$ cat config.mk
export PLATFORM = sky130hd
export DESIGN_NAME = pc_select_unit
export DESIGN_NICKNAME = d
export VERILOG_FILES = /design/src/rtl/y86_pkg.sv /design/src/rtl/pc_trace_counters.sv /design/src/rtl/pc_select_unit.sv
export SDC_FILE = /design/constraint.sdc
export NUM_CORES = 1
export LEC_CHECK = 0
export ABC_AREA = 1
export CAP_MARGIN = 20
export CORE_AREA = 2 2 158 160
export DETAILED_ROUTE_END_ITERATION = 8
export DIE_AREA = 0 0 160 162
export GPL_ROUTABILITY_DRIVEN = 0
export HOLD_SLACK_MARGIN = 0.05
export PLACE_DENSITY_LB_ADDON = 0.3
export SKIP_CTS_REPAIR_TIMING = 1
export SLEW_MARGIN = 20
export SYNTH_ARGS = -nofsm -noshare
export SYNTH_HDL_FRONTEND = slang
export SYNTH_SLANG_ARGS = --single-unit
$ cat constraint.sdc
create_clock -name clk -period 1.8 [get_ports clk]
set_input_delay 0.54 -clock clk [delete_from_list [all_inputs] [get_ports clk]]
set_output_delay 0.54 -clock clk [all_outputs]
set_load 0.02 [all_outputs]
$ cat src/rtl/y86_pkg.sv
// Shared Y86-64 definitions: instruction codes, default datapath width and
// the default reset PC used by the fetch-side logic.
package y86_pkg;

    // Datapath / address width.
    localparam int N = 64;

    // Reset fetch address.
    localparam logic [N-1:0] RESET_PC_DFLT = '0;

    // Y86-64 instruction codes used by PC selection.
    localparam logic [3:0] HALT = 4'h0;
    localparam logic [3:0] NOP  = 4'h1;
    localparam logic [3:0] JXX  = 4'h7;
    localparam logic [3:0] CALL = 4'h8;
    localparam logic [3:0] RET  = 4'h9;

    // Saturating increment: all-ones stays at all-ones.
    function automatic logic [N-1:0] sat_inc(input logic [N-1:0] value);
        return (&value) ? value : value + 1'b1;
    endfunction

endpackage

$ cat src/rtl/pc_trace_counters.sv
// Saturating event counters for fetch tracing: fetch updates, mispredict
// recoveries and return redirects. Only built when PC_TRACE_EN is defined.
module pc_trace_counters
    import y86_pkg::*;
#(
    parameter int n = N
) (
    input  logic         clk,
    input  logic         rst,
    input  logic         fetch_inc,
    input  logic         mis_inc,
    input  logic         ret_inc,
    output logic [n-1:0] fetch_count,
    output logic [n-1:0] mis_count,
    output logic [n-1:0] ret_count
);

    // Saturating increment at width n.
    function automatic logic [n-1:0] inc_sat(input logic [n-1:0] value);
        return (&value) ? value : value + 1'b1;
    endfunction

    // Count events; each counter sticks at all-ones once full.
    always_ff @(posedge clk) begin
        if (rst) begin
            fetch_count <= '0;
            mis_count   <= '0;
            ret_count   <= '0;
        end else begin
            if (fetch_inc) fetch_count <= inc_sat(fetch_count);
            if (mis_inc)   mis_count   <= inc_sat(mis_count);
            if (ret_inc)   ret_count   <= inc_sat(ret_count);
        end
    end

endmodule

$ cat src/rtl/pc_select_unit.sv
// Fetch PC selection for the pipelined Y86-64 core. Picks the fetch PC from
// the mispredict recovery in M, the return address in W, or the F-stage
// predicted PC, and freezes fetch after a faulting fetch until a redirect.
// Optional trace counters are enabled with the PC_TRACE_EN macro.
module pc_select_unit
    import y86_pkg::*;
#(
    parameter int           n        = N,
    parameter logic [n-1:0] RESET_PC = '0
) (
    input  logic         clk,
    input  logic         rst,
    input  logic [3:0]   f_icode,
    input  logic [n-1:0] f_valC,
    input  logic [n-1:0] f_valP,
    input  logic         instr_valid,
    input  logic         imem_error,
    input  logic [3:0]   M_icode,
    input  logic         M_Cnd,
    input  logic [n-1:0] M_valA,
    input  logic [3:0]   W_icode,
    input  logic [n-1:0] W_valM,
    input  logic         F_stall,
    output logic [n-1:0] f_PC,
    output logic [n-1:0] F_predPC,
    output logic         fetch_halted,
    output logic         redirect_mis,
    output logic         redirect_ret
`ifdef PC_TRACE_EN
    ,
    output logic [n-1:0] fetch_count,
    output logic [n-1:0] mis_count,
    output logic [n-1:0] ret_count
`endif
);

    logic [n-1:0] next_pred;
    logic         fault_fetch;
    logic         redirect;

    // Select the fetch PC; a not-taken jump in M outranks a ret in W.
    always_comb begin
        redirect_mis = (M_icode == JXX) && !M_Cnd;
        redirect_ret = !redirect_mis && (W_icode == RET);
        if (redirect_mis)      f_PC = M_valA;
        else if (redirect_ret) f_PC = W_valM;
        else                   f_PC = F_predPC;
    end

    // Predict the next PC: jumps are predicted taken, calls go to the target.
    always_comb begin
        next_pred   = ((f_icode == JXX) || (f_icode == CALL)) ? f_valC : f_valP;
        fault_fetch = (f_icode == HALT) || !instr_valid || imem_error;
        redirect    = redirect_mis || redirect_ret;
    end

    // Predicted-PC register and sticky fetch freeze; a redirect means the
    // frozen fetch was speculative, so it restarts fetch regardless of stall.
    always_ff @(posedge clk) begin
        if (rst) begin
            F_predPC     <= RESET_PC;
            fetch_halted <= 1'b0;
        end else if (redirect) begin
            F_predPC     <= next_pred;
            fetch_halted <= fault_fetch;
        end else if (fetch_halted || F_stall) begin
            F_predPC     <= F_predPC;
            fetch_halted <= fetch_halted;
        end else if (fault_fetch) begin
            F_predPC     <= f_PC;
            fetch_halted <= 1'b1;
        end else begin
            F_predPC     <= next_pred;
        end
    end

`ifdef PC_TRACE_EN
    logic fetch_inc;

    // A fetch counts when the predicted PC actually advances or is redirected.
    always_comb begin
        fetch_inc = redirect || (!fetch_halted && !F_stall);
    end

    pc_trace_counters #(
        .n(n)
    ) u_trace (
        .clk        (clk),
        .rst        (rst),
        .fetch_inc  (fetch_inc),
        .mis_inc    (redirect_mis),
        .ret_inc    (redirect_ret),
        .fetch_count(fetch_count),
        .mis_count  (mis_count),
        .ret_count  (ret_count)
    );
`endif

endmodule

Yosys cells after proc, flatten, opt, wreduce, memory -nomap -nowiden
Index checks and enable logic that the tools add are counted.

Register bits after elaboration: 65. Input bits: 274. Output and inout port bits: 131.

Equality and inequality tests: 5. Mux-type cells: 9. Reductions and logical operators: 13.

Operators with widths (count): 2-to-1 mux 64 bit (6); equality test 4 x 3 -> 1 bit, second input constant (2); equality test 4 bit, second input constant (2); logical OR 1 bit (5); zero test 4 bit (1); zero test 1 bit (3); 2-to-1 mux 1 bit (3); logical AND 1 bit (2); inequality test 2 bit, second input constant (1); AND reduction 2 bit (1); nonzero test 2 bit (1).

Logic depth before layout (Yosys ltp)
Word-level depth: 9. Mapped depth: 11.

Worst setup path after synthesis
No wires, ideal clock.

Path kind: input -> output. Start: input port M_icode[1]. End: output port f_PC[0]. Arrival: 1374 ps. Data required time: 1260 ps. Slack: -114 ps. Stages: 7. Buffers on the path: 2. Cells stage by stage: nand2_1 -> nor2_2 -> nand2_4 -> buf_4 -> buf_2 -> nand3_1 -> nand3_1.

Cells in the longest elaborated chain, start to end: 6.

Ends and longest elaborated chain: start: declaration (line pc_select_unit.sv:18) `input logic [3:0] M_icode,`; equality test 4 x 3 -> 1 bit (*) (line pc_select_unit.sv:43) `redirect_mis = (M_icode == JXX) && !M_Cnd;`; logical AND 1 bit (*) (line pc_select_unit.sv:43); zero test 1 bit (line pc_select_unit.sv:44) `redirect_ret = !redirect_mis && (W_icode == RET);`; logical AND 1 bit (line pc_select_unit.sv:44); 2-to-1 mux 64 bit (line pc_select_unit.sv:46) `else if (redirect_ret) f_PC = W_valM;`; 2-to-1 mux 64 bit (*) (line pc_select_unit.sv:45) `if (redirect_mis) f_PC = M_valA;`; end: declaration (line pc_select_unit.sv:24) `output logic [n-1:0] f_PC,`.

Every way passes the cells marked *; elsewhere a longest branch is shown, timed or not.

Final worst setup path
Start: input port W_icode[2]. End: output port f_PC[21].

Cells in the longest elaborated chain, start to end: 4.

Ends and longest elaborated chain: start: declaration (line pc_select_unit.sv:21) `input logic [3:0] W_icode,`; equality test 4 bit (line pc_select_unit.sv:44); logical AND 1 bit (line pc_select_unit.sv:44); 2-to-1 mux 64 bit (line pc_select_unit.sv:46); 2-to-1 mux 64 bit (line pc_select_unit.sv:45).

Every way passes these cells.

==> flow_metrics.tcl <==
set metrics [dict create \
    status "finished, violations left" \
    violations "negative setup slack" \
    switchingPower_mw 2.71 \
    syn_avg_cell_area_um2 5.58 \
    fin_nets 1799 \
    row_count 57 \
    die_w_um 160 \
    p_comb_share_pct 52.7 \
    ir_drop_v 0.000334 \
    nFillCells 2275 \
    multi_input_area_um2 4720 \
    layout-drive-gt1-share_pct 32.3 \
    rsz0062_at_grt "yes" \
    cp_data_required_time_ns 1.26 \
    core_area_um2 24100 \
    yosysUniqueCellTypes 19 \
    syn_inst 1022 \
    cts_tree "built" \
    crit_slowest_cell "buf_12" \
    cp_slowest_stage_delay_ns 0.19 \
    dp_worst_setup_slack_ns -1.22 \
    hp-class "reg2reg" \
    initial_utilization_pct 23.6 \
    p_sw_share_pct 36.0 \
    drc_errors 0 \
    die_h_um 162 \
    grt_pass1_vias 8399 \
    grt-ovfl-total 0 \
    cp_max_fo 7 \
    route.detailed.vias_per_inst 4.79 \
    port_buffers 404 \
    vias 8886 \
    ys_seq_elements 65 \
    skew_ns 0.00626 \
    h-tree-depth 3 \
    first_pass_iters 5 \
    whs_ns 0.520 \
    worstPathArrival_ns 1.76 \
    min_period_ns 2.30 \
    ios 405 \
    finalWorstSetupSlack_ns -0.503 \
    setup_violations 92 \
    powerDensity_nw_per_um2 560 \
    synth_area_um2 5700 \
    cts_buffers 9 \
    relSlewSlack_pct 79.0 \
    final_cell_mix "nand2_1, clkdlybuf4s50_1, nand3_1" \
    cts_max_path_buffers 2 \
    tns_ns -26.03 \
    r2r_slack_ns 0.45 \
    cap_violations 0 \
    syn_nets 1296 \
    endpoint_kind "output pin" \
    grt_max_degree 44 \
    internal_power_mw 4.82 \
    finalHoldViolCount 0 \
    clkPwrFrac_pct 24.1 \
    dieArea_um2 25900 \
    crit_type "in2out" \
    drv_slew 0 \
    path_clk_slew_ns 0.06 \
    final_common_cell "nand2_1" \
    areaGrowthSynthToFinish_pct 136 \
    yosys_warnings 0 \
    dp_hpwl_um 21900 \
    clock_sinks 65 \
    cts_root_buf "clkbuf_16" \
    drt_iter0_drc 481 \
    tightest_slew_ns 0.315 \
    finalCritPeriodShare_pct 128 \
    yosysSeqAreaShare_pct 22.8 \
    grt_antenna_before_repair 1 \
    start_kind "primary input" \
    power_frac_seq_pct 23.1 \
    fmax_mhz 434 \
    grt_pass1_wl_um 43900 \
    p_leak_nw 7.16 \
    seq_area_um2 1300 \
    grt_usage_pct 21.2 \
    clock_latency_ns 0.33 \
    wl_per_cell_um 18.0 \
    ant_nets 0 \
    crit_chain "clkbuf_2, inv_2, nand2_2, nor2_4, buf_12, clkinv_16, buf_6, nand3_1, nand3_2, buf_4" \
    routed_wirelength_um 33500 \
]
[cell type report]
cell class	instances	share of cell area [%]
tap	324	3.02
clock buffer	13	1.86
antenna	1	0.0186
sequential	65	9.68
timing repair inverter	1	0.121
multi-input combinational	794	35.1
inverter	75	2.42
timing repair buffer	579	47.4
clock inverter	3	0.298
[final timing paths]
kind	cells past startpoint	from	endpoint
max reg2reg	7	fetch_halted	F_predPC[35]
min reg2reg	2	fetch_halted	fetch_halted
max	10	W_icode[2]	f_PC[21]
min	2	fetch_halted	fetch_halted
[layer usage]
layer | share of wire (%) | global-route usage [%] | vias up | routed length, um
li1 | - | - | 4331 | -
met1 | 40 | 24.2 | 4096 | 13500
met2 | 49 | 37.7 | 392 | 16400
met3 | 7.2 | 5.59 | 67 | 2420
met4 | 3.4 | 8.11 | 0 | 1130
met5 | 0 | 0 | - | 0
[registers in the layout (all words and copies together) (netlist names)]
register	flops
fetch_halted	1
F_predPC	64
[synth_stat cells]
cell type | count | share of area [%]
nor2_1 | 7 | 0.46
o21ai_0 | 1 | 0.088
nand2_1 | 392 | 26
nand3_1 | 246 | 22
dfxtp_1 | 65 | 23
clkinv_2 | 1 | 0.088
inv_1 | 71 | 4.7
clkbuf_1 | 6 | 0.40
nand3_2 | 12 | 2.1
a21oi_1 | 129 | 11
nand2_2 | 2 | 0.22
buf_2 | 58 | 5.1
nor2_2 | 2 | 0.22
nor2_4 | 2 | 0.40
nand2_4 | 1 | 0.20
inv_2 | 2 | 0.13
inv_4 | 1 | 0.11
buf_6 | 16 | 3.2
buf_4 | 8 | 1.1
[through the flow]
step                util (%)  total power, mW  std cells  area (um^2)
global route            55.8             7.92       1855        13400
detailed placement      46.7             5.17       1785        11300
floorplan                  -             3.22       1022         6050
finish                  55.8             7.53       1855        13400
CTS                     47.9             7.02       1801        11600
global placement        46.7             5.15       1785        11300
[worst max-delay path, delay by kind of cell]
family | cells | cell delay (ns)
buffers and inverters | 6 | 0.75
AND/OR/NAND/NOR | 4 | 0.45
[cells by family (layout without fill, tap and decap cells)]
| kind of cell | count (synthesis) | count (layout) | share of synthesized area [%] |
|---|---|---|---|
| buffers and inverters | 163 | 671 | 14.7 |
| flip-flops | 65 | 65 | 22.8 |
| other | 0 | 1 | 0 |
| AO/OA/AOI/OAI | 130 | 130 | 11.4 |
| AND/OR/NAND/NOR | 664 | 664 | 51.0 |
[power groups by stage]
stage | clock network [mW] | registers, mW | logic, mW
2_1_floorplan | 0 | 1.93 | 1.29
3_3_place_gp | 0 | 1.74 | 3.41
3_5_place_dp | 0 | 1.75 | 3.42
4_1_cts | 1.86 | 1.72 | 3.44
5_1_grt | 1.92 | 1.76 | 4.23
6_report | 1.82 | 1.74 | 3.97
Power figures use the tool's default switching activity.
